**src/rtl/uart_pkg.sv**
```systemverilog
// ----------------------------------------------------------------------------
// uart_pkg
//   Definitions shared by the UART transmitter and receiver: the frame FSM
//   state encoding, the frame data width, the line idle level and the default
//   bit period.
//
//   Optional feature macro: UART_TRANSMITTER_PARITY_EN
//     When defined, the PARITY state exists and an even parity bit is sent
//     between data bit 7 and the stop bit.
//
//   Contents:
//     FRAME_DATA_BITS      data bits per frame (8)
//     IDLE_LEVEL           serial line level when nothing is sent (1)
//     DEFAULT_CLKS_PER_BIT default clk cycles per serial bit period (16)
//     uart_state_e         frame FSM states
// ----------------------------------------------------------------------------
package uart_pkg;

    localparam int   FRAME_DATA_BITS      = 8;
    localparam logic IDLE_LEVEL           = 1'b1;
    localparam int   DEFAULT_CLKS_PER_BIT = 16;

`ifdef UART_TRANSMITTER_PARITY_EN
    typedef enum logic [2:0] {
        IDLE   = 3'd0,
        START  = 3'd1,
        DATA   = 3'd2,
        PARITY = 3'd3,
        STOP   = 3'd4
    } uart_state_e;
`else
    typedef enum logic [2:0] {
        IDLE   = 3'd0,
        START  = 3'd1,
        DATA   = 3'd2,
        STOP   = 3'd4
    } uart_state_e;
`endif

endpackage : uart_pkg

```
**src/rtl/uart_transmitter_if.sv**
```systemverilog
// ----------------------------------------------------------------------------
// uart_transmitter_if
//   Byte-offer handshake between a producer and the UART transmitter.
//   A byte moves on a rising clk edge where valid=1 and ready=1.
//
//   Signals:
//     data  [7:0]  byte offered by the producer
//     valid        producer offers data this cycle
//     ready        transmitter can take a byte this cycle (registered)
//
//   Modports:
//     master  producer side   (drives data/valid, sees ready)
//     slave   transmitter side (sees data/valid, drives ready)
// ----------------------------------------------------------------------------
interface uart_transmitter_if;
    import uart_pkg::*;

    logic [FRAME_DATA_BITS-1:0] data;
    logic                       valid;
    logic                       ready;

    modport master (
        output data,
        output valid,
        input  ready
    );

    modport slave (
        input  data,
        input  valid,
        output ready
    );

endinterface : uart_transmitter_if

```
**src/rtl/uart_baud_gen.sv**
```systemverilog
// ----------------------------------------------------------------------------
// uart_baud_gen
//   Bit-period timer. Counts clk cycles from 0 to CLKS_PER_BIT-1 and wraps.
//   tick is high during the last cycle of each bit period, so a consumer that
//   advances on tick holds every bit for exactly CLKS_PER_BIT cycles.
//
//   Parameters:
//     CLKS_PER_BIT  clk cycles per serial bit, legal range 2..65535
//
//   Ports:
//     clk      clock, rising edge
//     rst_n    synchronous active-low reset, clears the counter
//     restart  forces the counter to 0 on the next edge (state entry / idle)
//     tick     last cycle of the current bit period
// ----------------------------------------------------------------------------
module uart_baud_gen
    import uart_pkg::*;
#(
    parameter int CLKS_PER_BIT = DEFAULT_CLKS_PER_BIT
) (
    input  logic clk,
    input  logic rst_n,
    input  logic restart,
    output logic tick
);

    // Fixed 16-bit width covers the whole legal range, including 2 where
    // $clog2 would collapse to a single bit.
    localparam logic [15:0] LAST_COUNT = 16'(CLKS_PER_BIT - 1);

    logic [15:0] count_q;
    logic [15:0] count_d;

    // tick comes straight from the register so it can feed the FSM's
    // next-state logic, which in turn drives restart, without a loop.
    assign tick = (count_q == LAST_COUNT);

    // NOTE: every signal written in an always_comb gets a default first;
    // a path that leaves it unassigned would infer a latch.
    always_comb begin
        count_d = count_q + 16'd1;
        if (restart || tick) begin
            count_d = '0;
        end
    end

    // NOTE: sequential state uses non-blocking assignments only, so every
    // register samples the pre-edge values regardless of statement order.
    always_ff @(posedge clk) begin
        if (!rst_n) begin
            count_q <= '0;
        end else begin
            count_q <= count_d;
        end
    end

endmodule : uart_baud_gen

```
**src/rtl/uart_transmitter.sv**
```systemverilog
// ----------------------------------------------------------------------------
// uart_transmitter
//   8N1 UART transmitter (8E1 with the optional parity feature). A byte is
//   accepted through a valid/ready handshake, latched into a shift register
//   and sent LSB first: start bit (0), 8 data bits, [even parity], stop (1).
//
//   Optional feature macro: UART_TRANSMITTER_PARITY_EN
//     Defined   -> PARITY state inserted, frame is 11 bit periods.
//     Undefined -> no parity state or logic, frame is 10 bit periods.
//
//   Parameters:
//     CLKS_PER_BIT  clk cycles per serial bit, legal range 2..65535
//
//   Ports:
//     clk     clock, all logic on the rising edge
//     rst_n   synchronous active-low reset; abandons any frame in flight
//     tx      byte handshake (slave modport): data, valid in; ready out
//     serial  registered serial line, idles at 1
//     busy    registered, high exactly while a frame is on the line
//
//   Timing: serial, busy and ready are all registered. serial/busy follow the
//   FSM state one cycle late, so the start bit appears on the edge after the
//   accepting edge and the line frame lasts exactly N*CLKS_PER_BIT cycles.
//   ready is registered from the next state, so it rises together with the
//   return to IDLE and a byte held on valid is taken on the following edge.
// ----------------------------------------------------------------------------
module uart_transmitter
    import uart_pkg::*;
#(
    parameter int CLKS_PER_BIT = DEFAULT_CLKS_PER_BIT
) (
    input  logic              clk,
    input  logic              rst_n,
    uart_transmitter_if.slave tx,
    output logic              serial,
    output logic              busy
);

    localparam logic [2:0] LAST_BIT_IDX = 3'(FRAME_DATA_BITS - 1);

    uart_state_e                state_q;
    uart_state_e                state_d;
    logic [FRAME_DATA_BITS-1:0] shift_q;
    logic [FRAME_DATA_BITS-1:0] shift_d;
    logic [2:0]                 bit_idx_q;
    logic [2:0]                 bit_idx_d;
    logic                       serial_q;
    logic                       serial_d;
    logic                       ready_q;
    logic                       ready_d;
    logic                       busy_q;
    logic                       busy_d;
`ifdef UART_TRANSMITTER_PARITY_EN
    logic                       parity_q;
    logic                       parity_d;
`endif

    logic tick;
    logic restart;
    logic accept;

    // ------------------------------------------------------------------
    // Bit-period timer. It is held at 0 while idle and cleared on every
    // state change, so each state starts with a full bit period.
    // ------------------------------------------------------------------
    assign restart = (state_q == IDLE) || (state_d != state_q);

    uart_baud_gen #(
        .CLKS_PER_BIT (CLKS_PER_BIT)
    ) u_baud_gen (
        .clk     (clk),
        .rst_n   (rst_n),
        .restart (restart),
        .tick    (tick)
    );

    // ready_q is only ever 1 in IDLE; checking the state as well keeps the
    // handshake safe against any future change to how ready is produced.
    assign accept = tx.valid && ready_q && (state_q == IDLE);

    // ------------------------------------------------------------------
    // Next-state and output logic
    // ------------------------------------------------------------------
    always_comb begin
        state_d   = state_q;
        shift_d   = shift_q;
        bit_idx_d = bit_idx_q;
        serial_d  = IDLE_LEVEL;
`ifdef UART_TRANSMITTER_PARITY_EN
        parity_d  = parity_q;
`endif

        unique case (state_q)
            IDLE: begin
                if (accept) begin
                    state_d = START;
                    shift_d = tx.data;
`ifdef UART_TRANSMITTER_PARITY_EN
                    parity_d = ^tx.data;
`endif
                end
            end

            START: begin
                serial_d = 1'b0;
                if (tick) begin
                    state_d = DATA;
                end
            end

            DATA: begin
                serial_d = shift_q[0];
                if (tick) begin
                    shift_d   = {1'b0, shift_q[FRAME_DATA_BITS-1:1]};
                    // 3-bit index wraps 7 -> 0 exactly on leaving DATA.
                    bit_idx_d = bit_idx_q + 3'd1;
                    if (bit_idx_q == LAST_BIT_IDX) begin
`ifdef UART_TRANSMITTER_PARITY_EN
                        state_d = PARITY;
`else
                        state_d = STOP;
`endif
                    end
                end
            end

`ifdef UART_TRANSMITTER_PARITY_EN
            PARITY: begin
                serial_d = parity_q;
                if (tick) begin
                    state_d = STOP;
                end
            end
`endif

            STOP: begin
                serial_d = IDLE_LEVEL;
                if (tick) begin
                    state_d = IDLE;
                end
            end

            default: begin
                state_d = IDLE;
            end
        endcase

        // Line-facing flags follow the current state and are registered
        // below, keeping them aligned with serial.
        busy_d  = (state_q != IDLE);
        // ready follows the next state so it rises on the same edge that
        // returns the FSM to IDLE.
        ready_d = (state_d == IDLE);
    end

    // ------------------------------------------------------------------
    // State register
    // ------------------------------------------------------------------
    always_ff @(posedge clk) begin
        if (!rst_n) begin
            state_q   <= IDLE;
            // NOTE: the shift register is reset along with the control
            // state; it is small, and a defined value keeps the datapath
            // free of X after reset even though it is always reloaded on
            // accept before use.
            shift_q   <= '0;
            bit_idx_q <= '0;
            serial_q  <= IDLE_LEVEL;
            ready_q   <= 1'b0;
            busy_q    <= 1'b0;
`ifdef UART_TRANSMITTER_PARITY_EN
            parity_q  <= 1'b0;
`endif
        end else begin
            state_q   <= state_d;
            shift_q   <= shift_d;
            bit_idx_q <= bit_idx_d;
            serial_q  <= serial_d;
            ready_q   <= ready_d;
            busy_q    <= busy_d;
`ifdef UART_TRANSMITTER_PARITY_EN
            parity_q  <= parity_d;
`endif
        end
    end

    assign tx.ready = ready_q;
    assign serial   = serial_q;
    assign busy     = busy_q;

endmodule : uart_transmitter

```
**src/flat_wrapper.sv**
```systemverilog
// flat-port wrapper written by rule: the top's interface ports become plain ports
module uart_transmitter_flat import uart_pkg::*;
#(
    parameter int CLKS_PER_BIT = DEFAULT_CLKS_PER_BIT
)
  (clk, rst_n, serial, busy, tx_data, tx_valid, tx_ready);
  uart_transmitter_if tx_i ();
  input  logic clk;
  input  logic rst_n;
  output logic serial;
  output logic busy;
  input wire logic [$bits(tx_i.data)-1:0] tx_data;
  input wire logic [$bits(tx_i.valid)-1:0] tx_valid;
  output wire logic [$bits(tx_i.ready)-1:0] tx_ready;
  assign tx_i.data = tx_data;
  assign tx_i.valid = tx_valid;
  assign tx_ready = tx_i.ready;
  uart_transmitter #(.CLKS_PER_BIT(CLKS_PER_BIT)) u_core (.clk(clk), .rst_n(rst_n), .tx(tx_i), .serial(serial), .busy(busy));
endmodule
```
**config.mk**
```make
export PLATFORM = sky130hd
export DESIGN_NAME = uart_transmitter_flat
export DESIGN_NICKNAME = d
export VERILOG_FILES = /design/src/rtl/uart_pkg.sv /design/src/rtl/uart_transmitter_if.sv /design/src/rtl/uart_baud_gen.sv /design/src/rtl/uart_transmitter.sv /design/src/flat_wrapper.sv
export SDC_FILE = /design/constraint.sdc
export NUM_CORES = 1
export LEC_CHECK = 0
export CORE_MARGIN = 10
export CORE_UTILIZATION = 55
export DETAILED_ROUTE_END_ITERATION = 12
export GPL_TIMING_DRIVEN = 0
export HOLD_SLACK_MARGIN = 0.05
export PLACE_DENSITY = 0.87
export SYNTH_ARGS = -nofsm -noshare
export SYNTH_HDL_FRONTEND = slang
export SYNTH_SLANG_ARGS = --single-unit
```
**constraint.sdc**
```tcl
create_clock -name clk -period 2.3 [get_ports clk]
set_input_delay 0.46 -clock clk [delete_from_list [all_inputs] [get_ports clk]]
set_output_delay 0.46 -clock clk [all_outputs]
set_load 0.05 [all_outputs]
```
[Word level (Yosys, flattened, before mapping)]
Cells that the tools add are included.
Operators by class
  reduce and logical (&&, ||, !) cells: 11
  add/subtract/negate cells: 2
  bitwise operators: 1
  equality and inequality tests: 8
  multiplexer cells: 10
Operator list (count)
  adder 16 x 1 -> 16 bit (second input constant): 1
  == test 16 x 4 -> 1 bit (second input constant): 1
  2-to-1 mux 8 bit: 2
  case mux 8 bit (2 select lines): 1
  2-to-1 mux 3 bit: 5
  case mux 3 bit (4 select lines): 1
  == test 3 bit (second input constant): 2
  logical NOT 3 bit: 2
  adder 3 x 1 -> 3 bit (second input constant): 1
  == test 3 x 1 -> 1 bit (second input constant): 1
  == test 3 x 2 -> 1 bit (second input constant): 1
  != test 3 bit: 1
  AND reduction 3 bit: 1
  nonzero test 3 bit: 1
  logical AND 1 bit: 2
  logical OR 1 bit: 2
  != test 2 x 1 -> 1 bit (second input constant): 1
  != test 2 bit (second input constant): 1
  case mux 1 bit (2 select lines): 1
  AND reduction 2 bit: 1
  nonzero test 2 bit: 1
  OR reduction 2 bit: 1
  NOT 1 bit: 1
Storage, ports and cells
  output and inout bits: 3
  register bits after elaboration: 33
  logic and storage cells: 39

[Longest topological paths before layout]
Gate-level depths: netlist (run 1).
  depth after elaboration: 8
  depth in mapped cells: 6

[Modules after synthesis]
From an unflattened synthesis (run 1), not the netlist that was laid out.
Second synthesis, totals
  cells, all modules: 168
  area total of the unflattened synthesis: 1604.0 um^2
By module, submodules not included
  uart_transmitter: instances 1, area each 842.1 um^2, cells each 88
  uart_baud_gen: instances 1, area each 762.0 um^2, cells each 80

[Worst setup path before layout (run 1)]
Ideal clock, no wire load.
  path type: reg-to-reg
  from: reg u_core.u_baud_gen.count_q[0]
  to: reg u_core.shift_q[0]
  clock period less this slack: 1.674 ns
  path slack: 0.626 ns
  arrival time: 1.555 ns
  data required time: 2.181 ns
  cell stages (with the launch flop): 7
  setup time: 0.119 ns
  path through: dfxtp_1 ha_1 and3_1 nand4_2 or2_0 buf_2 o221a_1
On the way
  cells in the longest elaborated chain, start to end: 3
RTL lines
  start, declared: RTL line uart_baud_gen.sv:31  | logic [15:0] count_q;
  start signal, assigned: RTL line uart_baud_gen.sv:53  | count_q <= count_d;
  == test 16 x 4 -> 1 bit: RTL line uart_baud_gen.sv:36  | assign tick = (count_q == LAST_COUNT);
  != test 2 bit (no source line)
  AND reduction 3 bit (no source line)
  end signal, assigned: RTL line uart_transmitter.sv:176  | shift_q <= shift_d;
  end, declared: RTL line uart_transmitter.sv:43  | logic [FRAME_DATA_BITS-1:0] shift_q;
No other way between the ends.
A chain may end at the register's enable or synchronous reset.

[Worst setup path in the final report (run 1)]
  from: reg u_core.u_baud_gen.count_q[0]
  to: reg u_core.shift_q[3]
The elaborated chain is that of the path after synthesis.

==> reports/results.ini, run 1 <==
[clocking]
total_clock_buffers_created_by_cts=5
post_cts_buffers=0
worstSkewPairLatency_ns=0.33
h-tree-depth=2
holdBufCountCts=0
clockRootBuffer=clkbuf_4
clockBufferDepth=2
cts_tree=yes
cts_clock_pin_slew_for_the_worst_setup_and_hold_paths_ns=0.10
postCtsResizedCells=0
clock_sinks=33

[global_routing]
global_route_total_usage_across_every_layer_pct=11.7
grt_max_degree=11
globalRouteOverflowTotal=0
vias_in_the_first_global_route=1209
antenna_violations_before_repair=0
global_route_wire_length_before_repair_um=5110

[routing]
remaining_drc_errors=0
detailedRoute.firstPassIterationCount=4
via_density=5.71
postRouteWirelength_um=2880
via_count=1199
route.antenna.remaining_nets=0
first_iter_violations=63
drt-wirelength-per-cell_um=13.7

[pwr]
total_leakage_power_nw=0.538
power_density_mw_per_mm2=597
max-vdd-ir-drop_uv=498
totalPowerFinal_mw=1.01

[yosys]
ys_ff_latch=33
syn_area_sq_mm=0.00148
library_cell_occupying_the_most_area_in_the_post_synthesis_netlist=dfxtp_1
synth_fp_nets=174
synth-warning-count=0
synth_top_area_share_pct=44.8
synth.lib_cells_used.distinct=32
synth-seq-area-share_pct=44.8
avgSynthCellArea_sq_um=9.22
syn-instance-count=160
synthTopCellsByArea=dfxtp_1 (45%), xnor2_1 (7.7%), nor2_1 (5.3%), o221a_1 (5.3%), o21a_1 (3.6%)

[setup_path]
path_depth=5
timing.critical_path.buf_inv=0
ff2ff_setup_slack_ns=0.36
cp_slowest_stage_delay_ns=0.51
worst-path-max-fanout=9
worst-r2r-cell-count=5
cp-end-kind=register
worst-endpoint-required_ns=2.57
timing.critical_path.to=u_core.shift_q[3]
crit-reg2reg-launch=u_core.u_baud_gen.count_q[0]
launching_element_of_the_worst_setup_path=u_core.u_baud_gen.count_q[0]
cp-start-kind=register
crit_arrival_ns=2.21
worst_path_max_delay_cell=o21ai_1
crit_type=reg2reg
critical_path.reg2reg.endpoint=u_core.shift_q[3]
critical_path.cell_chain=ha_1 -> and3_1 -> nand4_2 -> o21ai_1 -> o221a_1
critical_path.top_delay_family=compound AO/OA/AOI/OAI gates

[timing]
worstMarginPinSlew_ns=0.510
holdWs_ns=0.476
timing.max_slew.rel_slack_pct=65.8
finClkSkew_ns=0.00870
fin_tns_setup_ns=0
layout_setup_ws_ns=0.361
rsz0062_at_grt=no
timing.final.crit_share_pct=84.3
report.final.hold_viol_count=0
post-route-min-period_ns=1.94
final-setup-viol-count=0
timing.fmax_mhz=516
final_max_slew_viol_count=0

[cells_and_area]
mostFrequentLayoutCells=dfxtp_1 (33), nor2_1 (21), xnor2_1 (13), clkdlybuf4s50_1 (13), nand2_1 (10)
fin_util_pct=67.3
insertedDiodeCount=0
final_area_sq_mm=0.00170
layout.nets=194
finish.cell_count_without_fillers=210
final_layout_size_suffix_gt1_share_pct=6.67
final.fill_count=206
final_common_cell=dfxtp_1
area_growth_syn_to_layout_pct=15.1

[flow_run]
max-cap-violations=0

[floorplan]
ios=14
die_height_um=71.8
floorplan.core_area_sq_mm=0.00252
starting_density_of_the_core_pct=58.5
fp-row-count=18
die_w_um=71.8
floorplan.die_area_sq_mm=0.00515

[worst_hold_path]
hp-start=u_core.bit_idx_q[2]
holdCritPathClass=reg2reg

[placed_design]
routabilityCongestion=0.927
placed_cells_incl_taps=203
detailed_placement_wirelength_estimate_um=2200
dpl_cell_area_sq_mm=0.00164
detailedPlace.worstSlack_ns=0.190
port_buffers=13

[outcome]
outcome=finished, final reports clean

state kept, by name (all words and copies together) (netlist names):
register                   cells
u_core.bit_idx_q               3
u_core.busy                    1
u_core.serial                  1
u_core.shift_q                 8
u_core.state_q                 3
u_core.tx.ready                1
u_core.u_baud_gen.count_q     16
worst min path at each step:
stage | endpoint | slack, ns | cells past startpoint
6_report | u_core.bit_idx_q[2] | 0.48 | 2
5_1_grt | u_core.bit_idx_q[2] | 0.50 | 2
4_1_cts | u_core.bit_idx_q[2] | 0.48 | 2
3_5_place_dp | u_core.bit_idx_q[2] | 0.46 | 2
3_3_place_gp | u_core.u_baud_gen.count_q[0] | 0.44 | 1
2_1_floorplan | u_core.u_baud_gen.count_q[0] | 0.43 | 1
layout make-up:
type	instances	area, sq um	share of cell area (%)
Multi-Input combinational cell	115	767	45.2
Sequential cell	33	661	38.9
Timing Repair Buffer	13	130	7.66
Clock buffer	7	55.1	3.24
Tap cell	30	37.5	2.21
Buffer	7	28.8	1.69
Inverter	5	18.8	1.11
power breakdown:
group | total, mW | internal (mW) | switching [mW]
registers | 0.597 | 0.588 | 0.00905
logic | 0.0925 | 0.0444 | 0.0481
clock network | 0.324 | 0.144 | 0.180
synthesized netlist by cell type:
library cell,instances
dfxtp_1,33
nor2_1,21
xnor2_1,13
nand2_1,10
nand3_1,9
o21a_1,7
o221a_1,7
nor2b_1,6
nor3_1,6
clkbuf_1,5
inv_1,5
mux2i_1,4
nand4_1,4
ha_1,3
nor4_1,3
nor4_2,3
o21ai_0,3
buf_2,2
nor3b_1,2
xor2_1,2
a21boi_0,1
a21boi_1,1
a31oi_1,1
and3_1,1
nand2b_1,1
nand4_2,1
o211ai_1,1
o21ai_1,1
o22ai_1,1
or2_0,1
or3_1,1
or3b_1,1
worst reg2reg max path, delay by kind of cell, from the launching register on:
family          cells  cell delay (ns)
simple gates        2             0.48
flops               1             0.40
fa+ha+maj           1             0.22
compound gates      2             0.79
metal layers:
metal	track usage, %	vias up	part of all wire [%]
li1	-	609	-
met1	13.3	561	47
met2	19.8	24	48
met3	4.27	5	3.8
met4	3.87	0	1.1
met5	0	-	0
logic make-up after synthesis:
| kind of cell | Yosys count | share of synthesized area, % |
|---|---|---|
| simple gates | 70 | 25.2 |
| buf+inv | 12 | 3.22 |
| mux | 4 | 2.71 |
| flops | 33 | 44.8 |
| xor+xnor | 15 | 8.91 |
| compound gates | 23 | 12.6 |
| fa+ha+maj | 3 | 2.54 |
Note: power is estimated with default switching activity, not from simulation.
==> run 2: changes to the inputs <==
--- a/config.mk
+++ b/config.mk
@@ -6,11 +6,11 @@
 export NUM_CORES = 1
 export LEC_CHECK = 0
 export CORE_MARGIN = 10
-export CORE_UTILIZATION = 55
+export CORE_UTILIZATION = 50
 export DETAILED_ROUTE_END_ITERATION = 12
 export GPL_TIMING_DRIVEN = 0
 export HOLD_SLACK_MARGIN = 0.05
-export PLACE_DENSITY = 0.87
+export PLACE_DENSITY = 0.84
 export SYNTH_ARGS = -nofsm -noshare
 export SYNTH_HDL_FRONTEND = slang
 export SYNTH_SLANG_ARGS = --single-unit
==> constraint.sdc (replaced) <==
create_clock -name clk -period 1.6 [get_ports clk]
set_input_delay 0.32 -clock clk [delete_from_list [all_inputs] [get_ports clk]]
set_output_delay 0.32 -clock clk [all_outputs]
set_load 0.05 [all_outputs]
==> reports/results.ini, run 2 (same netlist as run 1, synthesis figures left out) <==
[placed_design]
routabilityCongestion=0.796  ; -14%
detailedPlace.worstSlack_ns=-0.343  ; -0.533 ns
port_buffers=13  ; unchanged
dpl_cell_area_sq_mm=0.00167  ; +1.6%
detailed_placement_wirelength_estimate_um=2180  ; -0.84%
placed_cells_incl_taps=204  ; +0.49%

[floorplan]
fp-row-count=19  ; +1
floorplan.die_area_sq_mm=0.00552  ; +7.2%
die_w_um=74.3  ; +3.5%
die_height_um=74.3  ; +3.5%
floorplan.core_area_sq_mm=0.00278  ; +10%
starting_density_of_the_core_pct=53.0  ; -5.4 points
ios=14  ; unchanged

[clocking]
clockRootBuffer=clkbuf_4
total_clock_buffers_created_by_cts=5  ; unchanged
clockBufferDepth=2  ; unchanged
cts_clock_pin_slew_for_the_worst_setup_and_hold_paths_ns=0.10  ; about the same
clock_sinks=33  ; unchanged
worstSkewPairLatency_ns=0.34  ; about the same
h-tree-depth=2  ; unchanged
cts_tree=yes

[timing]
report.final.hold_viol_count=0  ; unchanged
holdWs_ns=0.472  ; -0.00418 ns
timing.final.crit_share_pct=103  ; +18 points
fin_tns_setup_ns=-0.257  ; -0.257 ns
timing.fmax_mhz=608  ; +18%
final_max_slew_viol_count=0  ; unchanged
rsz0062_at_grt=yes
post-route-min-period_ns=1.64  ; -0.295 ns
final-setup-viol-count=7  ; +7
worstMarginPinSlew_ns=0.493  ; -0.0168 ns
layout_setup_ws_ns=-0.0444  ; -0.405 ns
timing.max_slew.rel_slack_pct=67.3  ; +1.5 points
finClkSkew_ns=0.00813  ; -0.000575 ns

[cells_and_area]
final_area_sq_mm=0.00187  ; +10%
finish.cell_count_without_fillers=218  ; +3.8%
final_layout_size_suffix_gt1_share_pct=21.4  ; +15 points
layout.nets=200  ; +3.1%
registers.top_by_ff_count=u_core.u_baud_gen.count_q
fin_util_pct=67.2  ; -0.10 points
final_common_cell=dfxtp_1
multi_input_area_sq_um=837  ; +9.1%
final.fill_count=226  ; +9.7%
largest_register_ff_count=16  ; unchanged
mostFrequentLayoutCells=dfxtp_1 (22), nor2_1 (21), xnor2_1 (13)
final-seq-area_sq_um=677  ; +2.5%
largestRegisters=u_core.u_baud_gen.count_q x16, u_core.shift_q x8
insertedDiodeCount=0  ; unchanged
area_growth_syn_to_layout_pct=26.7

[pwr]
max-vdd-ir-drop_uv=990  ; +99%
total_leakage_power_nw=0.628  ; +17%
totalPowerFinal_mw=1.65  ; +62%
power_density_mw_per_mm2=881  ; +48%

[routing]
via_count=1246  ; +3.9%
postRouteWirelength_um=3210  ; +12%
drt-wirelength-per-cell_um=14.7  ; +7.7%
via_density=5.72  ; +0.11%
remaining_drc_errors=0  ; unchanged
route.antenna.remaining_nets=0  ; unchanged
first_iter_violations=102  ; +62%
detailedRoute.firstPassIterationCount=4  ; unchanged

[setup_path]
worst-path-max-fanout=7  ; -2
crit_type=reg2reg
cp-start-kind=register
crit-reg2reg-launch=u_core.u_baud_gen.count_q[14]
launching_element_of_the_worst_setup_path=u_core.u_baud_gen.count_q[14]
worst-endpoint-required_ns=1.84  ; -0.73 ns
crit_arrival_ns=1.88  ; -0.33 ns
cp-end-kind=register

[global_routing]
grt_max_degree=11  ; unchanged
vias_in_the_first_global_route=1301  ; +7.6%
global_route_total_usage_across_every_layer_pct=13.2  ; +1.4 points
globalRouteOverflowTotal=0  ; unchanged
antenna_violations_before_repair=0  ; unchanged
global_route_wire_length_before_repair_um=5730  ; +12%

[worst_hold_path]
holdCritPathClass=reg2reg
hp-start=u_core.bit_idx_q[1]

[flow_run]
max-cap-violations=0  ; unchanged

[outcome]
failing_checks=setup timing
outcome=finished, violations left

-- run 2: worst max-delay path, cell delays in order (launching register included) --
cell	delay [ns]
dfxtp_2	0.36
nor4_4	0.34
nand4_4	0.19
or2_0	0.25
buf_4	0.16
o221a_1	0.24
-- run 2: routing by layer --
metal	GRT usage, %	part of all wire, %
met5	0	0
met4	6.10	0.87
met3	5.32	4.0
met2	22.4	52
met1	13.9	43
-- run 2: final timing paths --
check                        end  slack [ns]  cells past startpoint
max reg2reg    u_core.shift_q[1]       -0.04                      5
min reg2reg  u_core.bit_idx_q[1]        0.47                      2
max            u_core.shift_q[1]       -0.04                      5
min          u_core.bit_idx_q[1]        0.47                      2
-- run 2: repair_timing --
action	4_1_cts	5_1_grt
setup buffers	7	1
pin swaps	6	1
hold buffers	0	0
resized for setup	23	3
setup endpoints to repair	25	23
-- run 2: power breakdown --
part / internal (mW) / switching (mW) / total (mW)
combinational: 0.0643 / 0.0663 / 0.131
clock: 0.373 / 0.283 / 0.656
sequential: 0.844 / 0.0164 / 0.860
-- run 2: layout make-up --
class | count | share of cell area [%]
Multi-Input combinational cell | 115 | 44.8
Sequential cell | 33 | 36.2
Timing Repair Buffer | 21 | 9.97
Clock buffer | 7 | 2.95
Tap cell | 31 | 2.07
Clock inverter | 1 | 1.61
Buffer | 5 | 1.41
Inverter | 5 | 1.00
==> run 3: changes to the inputs <==
--- a/config.mk
+++ b/config.mk
@@ -6,11 +6,11 @@
 export NUM_CORES = 1
 export LEC_CHECK = 0
 export CORE_MARGIN = 10
-export CORE_UTILIZATION = 50
+export CORE_UTILIZATION = 51
 export DETAILED_ROUTE_END_ITERATION = 12
 export GPL_TIMING_DRIVEN = 0
-export HOLD_SLACK_MARGIN = 0.05
-export PLACE_DENSITY = 0.84
+export PLACE_DENSITY = 0.85
 export SYNTH_ARGS = -nofsm -noshare
 export SYNTH_HDL_FRONTEND = slang
+export SYNTH_HIERARCHICAL = 1
 export SYNTH_SLANG_ARGS = --single-unit
==> reports/results.ini, run 3 <==
[yosys]
syn_area_sq_mm=0.00160  ; +8.7%
avgSynthCellArea_sq_um=9.55  ; +3.6%
synth_compound_gate_area_share_pct=9.75  ; -2.9 points
ys_ff_latch=33  ; unchanged
synthTopCellsByArea=dfxtp_1 (41%), xnor2_1 (6.6%), mux2i_1 (4.4%), nor2_1 (4.0%), nand2_1 (2.6%)
largest_family_of_logic_cells_by_synthesized_area=simple AND/OR/NAND/NOR gates
synth-seq-area-share_pct=41.2  ; -3.6 points
synth-xor-area-share_pct=8.19  ; -0.72 points
synth_commonest_cells=dfxtp_1 (33), nor2_1 (17), xnor2_1 (12)
synth_top_area_share_pct=41.2  ; -3.6 points
synth-warning-count=6  ; +6
syn-instance-count=168  ; +5.0%
library_cell_occupying_the_most_area_in_the_post_synthesis_netlist=dfxtp_1
yosys-mux-area-fraction_pct=5.07  ; +2.4 points
yosys.area_share.adder_pct=2.34  ; -0.20 points
synth.lib_cells_used.distinct=42  ; +31%
synth-edff-count=0  ; unchanged
post-synth-top-count-cell=dfxtp_1
postSynth.asyncResetShare_pct=0  ; unchanged
synth_ff_type=dfxtp_1
synth_fp_nets=182  ; +4.6%
yosys.area_share.simple_pct=28.7  ; +3.5 points

[timing]
post-route-min-period_ns=1.96  ; +0.315 ns
fin_tns_setup_ns=-7.91  ; -7.66 ns
timing.max_slew.rel_slack_pct=66.9  ; -0.40 points
timing.fmax_mhz=510  ; -16%
worstMarginPinSlew_ns=0.499  ; +0.00606 ns
report.final.hold_viol_count=0  ; unchanged
final_max_slew_viol_count=0  ; unchanged
finClkSkew_ns=0.00679  ; -0.00134 ns
rsz0062_at_grt=yes
final-setup-viol-count=29  ; +22
timing.final.crit_share_pct=122  ; +20 points
layout_setup_ws_ns=-0.360  ; -0.315 ns

[setup_path]
cp_slowest_stage_delay_ns=0.37  ; about the same
worst-path-max-fanout=6  ; -1
timing.critical_path.buf_inv=6  ; +5
crit_type=reg2reg
worst-r2r-cell-count=10  ; +5
critical_path.cell_chain=nor4_2 -> nand4_1 -> buf_4 -> buf_4 -> buf_4 -> buf_4 -> buf_4 -> nand3b_4 -> buf_8 -> nor2_4
worst-endpoint-required_ns=1.84  ; about the same
cp-end-kind=register
crit-reg2reg-launch=u_core/u_baud_gen/count_q[9]
ff2ff_setup_slack_ns=-0.36  ; -0.32 ns
crit_arrival_ns=2.20  ; +0.32 ns
critical_path.reg2reg.endpoint=u_core/u_baud_gen/count_q[14]
critical-path-top-cell-by-count=buf_4
cp-start-kind=register
critical_path.top_delay_family=buffers and inverters
worst_path_max_delay_cell=dfxtp_2

[global_routing]
antenna_violations_before_repair=0  ; unchanged
global_route_wire_length_before_repair_um=6770  ; +18%
global_route_total_usage_across_every_layer_pct=14.1  ; +0.98 points
vias_in_the_first_global_route=1504  ; +16%
globalRouteOverflowTotal=0  ; unchanged
grt_max_degree=11  ; unchanged

[pwr]
total_leakage_power_nw=0.799  ; +27%
max-vdd-ir-drop_uv=486  ; -51%
power_density_mw_per_mm2=675  ; -23%
totalPowerFinal_mw=1.53  ; -7.4%

[placed_design]
detailed_placement_wirelength_estimate_um=2480  ; +14%
routabilityCongestion=0.875  ; +9.9%
port_buffers=13  ; unchanged
dpl_cell_area_sq_mm=0.00185  ; +11%

[clocking]
clock_sinks=33  ; unchanged
clockRootBuffer=clkbuf_4
h-tree-depth=2  ; unchanged
worstSkewPairLatency_ns=0.34  ; about the same
cts_clock_pin_slew_for_the_worst_setup_and_hold_paths_ns=0.10  ; about the same
total_clock_buffers_created_by_cts=5  ; unchanged
cts_tree=yes
clockBufferDepth=2  ; unchanged

[cells_and_area]
final_common_cell=dfxtp_1
final_layout_size_suffix_gt1_share_pct=46.0  ; +25 points
registers.top_by_ff_count=u_core/u_baud_gen/count_q
fin_util_pct=74.6  ; +7.4 points
largestRegisters=u_core/u_baud_gen/count_q x16, u_core/shift_q x8
mostFrequentLayoutCells=dfxtp_1 (22), buf_4 (21), xnor2_1 (12)
area_growth_syn_to_layout_pct=40.9
layout.nets=225  ; +13%
insertedDiodeCount=0  ; unchanged
largest_register_ff_count=16  ; unchanged
final_area_sq_mm=0.00226  ; +21%

[routing]
remaining_drc_errors=0  ; unchanged
first_iter_violations=83  ; -19%
postRouteWirelength_um=4190  ; +30%
drt-wirelength-per-cell_um=16.4  ; +11%
detailedRoute.firstPassIterationCount=4  ; unchanged
via_density=5.34  ; -6.6%
via_count=1361  ; +9.2%
route.antenna.remaining_nets=0  ; unchanged

[worst_hold_path]
holdCritPathClass=reg2reg
hp-start=u_core/shift_q[7]
hold_depth=2  ; unchanged
holdPathEnd=u_core/shift_q[7]

[floorplan]
die_w_um=76.1  ; +2.4%
die_height_um=76.1  ; +2.4%
floorplan.die_area_sq_mm=0.00579  ; +4.8%
ios=14  ; unchanged
floorplan.core_area_sq_mm=0.00303  ; +8.9%
starting_density_of_the_core_pct=53.0  ; -0.061 points
fp-row-count=20  ; +1

[flow_run]
max-cap-violations=0  ; unchanged

[outcome]
failing_checks=setup timing
outcome=finished, violations left

## run 3: cell count changes in the layout (fill, tap and decap cells not counted), sizes merged, moves of 5 or more
| cell | change |
|---|---|
| o221a | -7 |
| o21a | -7 |
| a21oi | +10 |
| buf | +20 |
| and2 | +5 |
## run 3: per-layer routing
metal / GRT usage, % / wire [um] / vias up
li1: - / - / 670
met1: 13.3 / 1620 / 652
met2: 26.4 / 2320 / 29
met3: 4.48 / 134 / 10
met4: 7.62 / 114 / 0
met5: 0 / 0 / -
## run 3: logic make-up after synthesis
group	Yosys count
AND/OR/NAND/NOR	74
flip-flops	33
AO/OA/AOI/OAI	23
XOR/XNOR	15
buffers and inverters	12
multiplexers	8
adder cells (fa/ha/maj)	3
## run 3: metrics by stage
stage,cells,worst slack (ns),hold slack [ns]
after floorplan,168,-0.195,0.429
after global placement,225,-0.376,0.442
after detailed placement,225,-0.470,0.460
after CTS,249,-0.261,0.501
after global routing,255,-0.450,0.511
final,255,-0.360,0.500
## run 3: worst max path at each step
stage	from	endpoint	slack, ns	cells past startpoint
final	u_core/u_baud_gen/count_q[9]	u_core/u_baud_gen/count_q[14]	-0.36	10
after CTS	u_core/u_baud_gen/count_q[0]	u_core/u_baud_gen/count_q[11]	-0.26	12
after floorplan	u_core/u_baud_gen/count_q[0]	u_core/u_baud_gen/count_q[10]	-0.19	12
after detailed placement	u_core/u_baud_gen/count_q[11]	u_core/u_baud_gen/count_q[14]	-0.47	11
after global placement	u_core/u_baud_gen/count_q[7]	u_core/u_baud_gen/count_q[14]	-0.38	11
after global routing	u_core/u_baud_gen/count_q[14]	u_core/u_baud_gen/count_q[14]	-0.45	10
## run 3: repair_timing
action | CTS | global route
endpoints found under the setup margin | 34 | 32
hold buffers | 0 | 0
gates resized for setup | 30 | 30
buffers inserted | 15 | 6
cloned | 2 | 0
pin swaps | 10 | 12
## run 3: area by class of cell
type	count	area, sq um
fillers	217	768
well taps	44	55.1
inverters	4	15.0
clock buffers	7	55.1
repair buffers	36	310
plain buffers	8	72.6
flip-flops and latches	33	679
multi-input cells	123	1070
## run 3: power by group
group | leakage [nW] | internal (mW) | total (mW) | switching [mW]
combinational | 0.493 | 0.0861 | 0.182 | 0.0958
clock | 0.0314 | 0.207 | 0.490 | 0.282
sequential | 0.274 | 0.840 | 0.853 | 0.0130
total | 0.799 | 1.13 | 1.53 | 0.391
## run 3: worst reg2reg max path: cells and delay by family, from the launching register on
kind	cells	cell delay (ns)
buf+inv	6	0.85
simple gates	4	0.64
flops	1	0.37
